$ cat src/rtl/pattern_scan_ctrl.sv
// Serial pattern scanner: shifts a captured word out MSB first and counts
// (overlapping) hits of a 4-bit pattern over a sliding window.
//
// state | meaning
// IDLE  | waiting for start; match_count holds the last job's result
// SHIFT | one data bit per cycle on bit_out, window/match update per edge
// DONE  | one-cycle completion pulse, then back to IDLE
module pattern_scan_ctrl #(
  parameter int WIDTH = 16
) (
  input  logic             clock,
  input  logic             reset,
  input  logic             start,
  input  logic             abort,
  input  logic [WIDTH-1:0] data_in,
  input  logic [3:0]       pattern,
  output logic             busy,
  output logic             done,
  output logic             bit_out,
  output logic             bit_valid,
  output logic [5:0]       match_count
);

  localparam int CW = $clog2(WIDTH);
  localparam logic [CW-1:0] LAST_BIT = CW'(WIDTH - 1);

  typedef enum logic [1:0] {IDLE, SHIFT, DONE} state_t;

  state_t           state;
  logic [WIDTH-1:0] shreg;
  logic [3:0]       pat;
  logic [3:0]       window;
  logic [2:0]       fill;
  logic [CW-1:0]    bitcnt;

  logic       cur_bit;
  logic [3:0] win_next;
  logic       hit;

  assign cur_bit   = shreg[WIDTH-1];
  assign win_next  = {window[2:0], cur_bit};
  // fill counts bits already in the window, so 3 means win_next is complete
  assign hit       = (fill >= 3'd3) && (win_next == pat);
  assign bit_valid = busy;

  always_ff @(posedge clock) begin
    if (!reset) begin
      state       <= IDLE;
      shreg       <= '0;
      pat         <= '0;
      window      <= '0;
      fill        <= '0;
      bitcnt      <= '0;
      match_count <= '0;
      busy        <= 1'b0;
      done        <= 1'b0;
      bit_out     <= 1'b0;
    end else begin
      case (state)
        IDLE: begin
          done <= 1'b0;
          if (start) begin
            shreg       <= data_in;
            pat         <= pattern;
            window      <= '0;
            fill        <= '0;
            bitcnt      <= '0;
            match_count <= '0;
            busy        <= 1'b1;
            bit_out     <= data_in[WIDTH-1];
            state       <= SHIFT;
          end
        end

        SHIFT: begin
          if (abort) begin
            match_count <= '0;
            busy        <= 1'b0;
            bit_out     <= 1'b0;
            state       <= IDLE;
          end else begin
            shreg  <= {shreg[WIDTH-2:0], 1'b0};
            window <= win_next;
            bitcnt <= bitcnt + 1'b1;
            if (fill != 3'd4)
              fill <= fill + 3'd1;
            if (hit && (match_count != 6'd63))
              match_count <= match_count + 6'd1;
            if (bitcnt == LAST_BIT) begin
              busy    <= 1'b0;
              done    <= 1'b1;
              bit_out <= 1'b0;
              state   <= DONE;
            end else begin
              bit_out <= shreg[WIDTH-2];
            end
          end
        end

        DONE: begin
          done  <= 1'b0;
          state <= IDLE;
        end

        default: begin
          busy    <= 1'b0;
          done    <= 1'b0;
          bit_out <= 1'b0;
          state   <= IDLE;
        end
      endcase
    end
  end

endmodule

$ cat config.mk
export PLATFORM = sky130hd
export DESIGN_NAME = pattern_scan_ctrl
export DESIGN_NICKNAME = d
export VERILOG_FILES = /design/src/rtl/pattern_scan_ctrl.sv
export SDC_FILE = /design/constraint.sdc
export NUM_CORES = 1
export LEC_CHECK = 0
export ABC_AREA = 1
export ABC_CLOCK_PERIOD_IN_PS = 1650
export BUFFER_PORTS_ARGS = -buffer_cell sky130_fd_sc_hd__buf_2
export CAP_MARGIN = 25
export CORE_UTILIZATION = 55
export CTS_CLUSTER_SIZE = 28
export DETAILED_ROUTE_END_ITERATION = 8
export GPL_TIMING_DRIVEN = 0
export PLACE_DENSITY = 0.79
export REMOVE_ABC_BUFFERS = 1
export SLEW_MARGIN = 15
export SYNTH_ARGS = -nofsm -noshare
export SYNTH_HDL_FRONTEND = slang
export SYNTH_SLANG_ARGS = --single-unit
$ cat constraint.sdc
create_clock -name clock -period 1.65 [get_ports clock]
set_clock_uncertainty 0.2 [all_clocks]
set_input_delay 0.165 -clock clock [delete_from_list [all_inputs] [get_ports clock]]
set_output_delay 0.165 -clock clock [all_outputs]
set_load 0.05 [all_outputs]
==> out/metrics.yaml <==
pwr:
  p_sw_uw: 661
  pwr-share-clk_pct: 29.3
  power_frac_seq_pct: 50.2
  p_int_uw: 1550
  power_density_nw_per_um2: 833
  p_leak_uw: 0.00114
  p_comb_share_pct: 20.5
  ir_worst_vdd_mv: 0.567
  swShare_pct: 29.9
grt:
  grt_pass1_wl_mm: 6.85
  antenna_found_initial: 0
  grt_start_max_net_pins: 39
  grt_overflow_total: 0
  grt_pass1_vias: 1581
  grt_util_all_layers_pct: 24.9
setup_path:
  required_ps: 1750
  critPathArrivalTime_ps: 1700
  r2r_end: "match_count[2]"
  cp-end-kind: "flip-flop"
  regToRegSetupSlack_ps: 50
  crit_type: "reg -> reg"
  critPathMaxFanout: 6
  r2r_start: "match_count[1]"
  startpoint_type: "flip-flop"
  rr_worst_depth: 10
routing:
  antenna_left: 0
  m1WireLength_mm: 2.12
  wl_met2_mm: 2.53
  firstDrtPassIters: 4
  wl_per_cell_um: 13.6
  wl_met3_um: 276
  vias_per_cell: 5.32
  vias: 1959
  highest_layer: "met4"
  dr.first_iter.drc_count: 139
  drt_drc_violations_left: 0
  routed_wl_mm: 5.00
clocking:
  cts_tree: "done"
  cts_buffers: 5
  cts_buffer_depth: 2
  cts_root_buf: "clkbuf_4"
  clock_sinks: 41
  cts_htree_levels: 2
  clk_latency_ps: 360
  clkTransAtPathRegs_ps: 120
worst_hold_path:
  hold_depth: 3
  hp-start: "reset"
  min_path_type: "in -> reg"
  min_to: "shreg[12]"
yosys:
  yosys.area.top_type: "dfxtp_1"
  synth_area_leaders: "dfxtp_1, nand2_1, o21ai_0"
  synthFlopType: "dfxtp_1"
  synth_common_cells: "nand2_1, dfxtp_1, o21ai_0, nor2_1, a21oi_1"
  yosys.cell_count.top_type: "nand2_1"
  syn_area_per_cell_sq_um: 7.59
  synth-seq-cells: 41
  synth_top_area_share_pct: 41.9
  seq_area_frac_synth_pct: 41.9
  syn_area_sq_um: 1960
  synthCells: 258
  synth-async-reset-ratio_pct: 0
  synthDistinctLibCells: 33
  synth-edff-count: 0
  ys_warn_count: 0
sta:
  worstMarginPinSlew_ps: 480
  fmax_ghz: 0.626
  max_slew_margin_pct: 68.0
  finalCritPeriodShare_pct: 96.9
  drv_slew: 0
  min_period_ps: 1600
  finalHoldViolCount: 0
  rsz0062_at_grt: "yes"
  final-setup-viol-count: 0
place:
  hpwl_mm: 2.58
  portBuffers: 33
  place_area_sq_um: 2110
  gp_congestion: 0.809
layout:
  drive_above_1_share_pct: 30.1
  diodes: 0
  fillers: 232
  fin_util_pct: 78.9
  fin_area_sq_um: 2660
  syn2layout_area_growth_pct: 35.6
  layout.nets: 351
floorplanning:
  dieArea_sq_um: 3800
  dieWidth_um: 61.7
  core_sq_um: 3360
  num_rows: 21
  die_h_um: 61.7
  io_pins: 34
  initial_utilization_pct: 58.2
status:
  status: "complete, no violations"
job:
  maxCapViolCount: 0
==> how the worst max path moves through the flow <==
stage	startpoint	to	cells past startpoint
3_5_place_dp	state[1]	bitcnt[3]	8
6_report	match_count[1]	match_count[2]	10
5_1_grt	fill[2]	match_count[2]	10
2_1_floorplan	match_count[0]	match_count[1]	10
4_1_cts	fill[0]	match_count[1]	10
3_3_place_gp	state[1]	bitcnt[3]	8
==> logic make-up after synthesis <==
| kind of cell | Yosys count | share of synthesized area [%] |
|---|---|---|
| buffers and inverters | 32 | 7.60 |
| and+or+nand+nor | 110 | 26.0 |
| xor gates and xnor gates | 5 | 2.24 |
| adders and majority gates | 5 | 3.19 |
| DFF | 41 | 41.9 |
| AOI/OAI and AO/OA | 65 | 19.0 |
==> what timing repair did <==
item / in CTS / in global routing
setup endpoints to repair: 30 / 28
hold endpoints to repair: 24 / 0
gates resized for setup: 9 / 28
setup buffers: 0 / 12
pin swaps: 2 / 15
gates cloned: 1 / 2
hold buffers: 22 / 0
==> layout make-up <==
cell class / instances / area [sq um] / area share, %
Timing Repair Buffer: 67 / 475 / 17.9
Clock buffer: 5 / 37.5 / 1.41
Sequential cell: 41 / 840 / 31.6
Multi-Input combinational cell: 187 / 1120 / 42.0
Clock inverter: 2 / 35.0 / 1.32
Timing Repair inverter: 1 / 6.26 / 0.236
Inverter: 19 / 87.6 / 3.30
Tap cell: 46 / 57.6 / 2.17
==> cells in the final DEF (no fill, tap or decap), types with 2 or more instances in the layout <==
cell and count:
a21oi_1 16, a21oi_2 2, a31o_2 2, a31oi_1 15, buf_2 33, buf_4 12, clkbuf_4 5, dfxtp_1 36
dfxtp_4 5, dlygate4sd3_1 22, ha_1 2, ha_4 3, inv_1 12, inv_2 3, inv_4 3, nand2_1 57
nand2_2 7, nand2_4 5, nand2_8 2, nand3_1 13, nor2_1 16, nor2_2 4, nor2_4 2, nor3_1 2
o21ai_0 22, o21ai_1 3, xnor2_1 3, xor2_1 2
==> per-stage QoR <==
stage | instances | setup slack (ps) | power [uW] | TNS (ps) | hold WS (ps)
2_1_floorplan | 245 | -219 | 1360 | -2280 | 101
3_3_place_gp | 324 | -456 | 1450 | -9590 | 210
3_5_place_dp | 324 | -499 | 1460 | -9930 | 231
4_1_cts | 354 | 6.23 | 2150 | 0 | 71.3
5_1_grt | 368 | -27.9 | 2310 | -102 | 91.7
6_report | 368 | 51.5 | 2210 | 0 | 92.4
==> routing by layer <==
metal	up-vias	track usage (%)
met1	902	29.0
met5	-	0
met3	8	7.35
met4	0	6.67
met2	57	44.2
li1	992	-
==> power by group through the flow <==
| stage | clock [uW] | sequential (uW) | combinational [uW] |
|---|---|---|---|
| after floorplan | 0 | 1140 | 220 |
| after global placement | 0 | 1120 | 331 |
| after detailed placement | 0 | 1130 | 339 |
| after CTS | 649 | 1110 | 391 |
| after global routing | 691 | 1120 | 502 |
| final | 648 | 1110 | 454 |
==> flip-flops by register name (all words and copies together) (netlist names), 2 cells and up <==
| register | count |
|---|---|
| match_count | 6 |
| fill | 3 |
| window | 3 |
| state | 2 |
| bitcnt | 4 |
| pat | 4 |
| shreg | 16 |
==> worst max-delay path, cell delays in order, from the launching register on <==
cell	delay (ps)
dfxtp_4	380
ha_4	160
nand2_2	60
inv_2	50
nand2_2	80
nor2_2	50
nor2_4	160
nand2_4	100
nand2_4	110
nand2_2	60
a21oi_2	120
No activity file was read; power rests on OpenSTA's default activity.
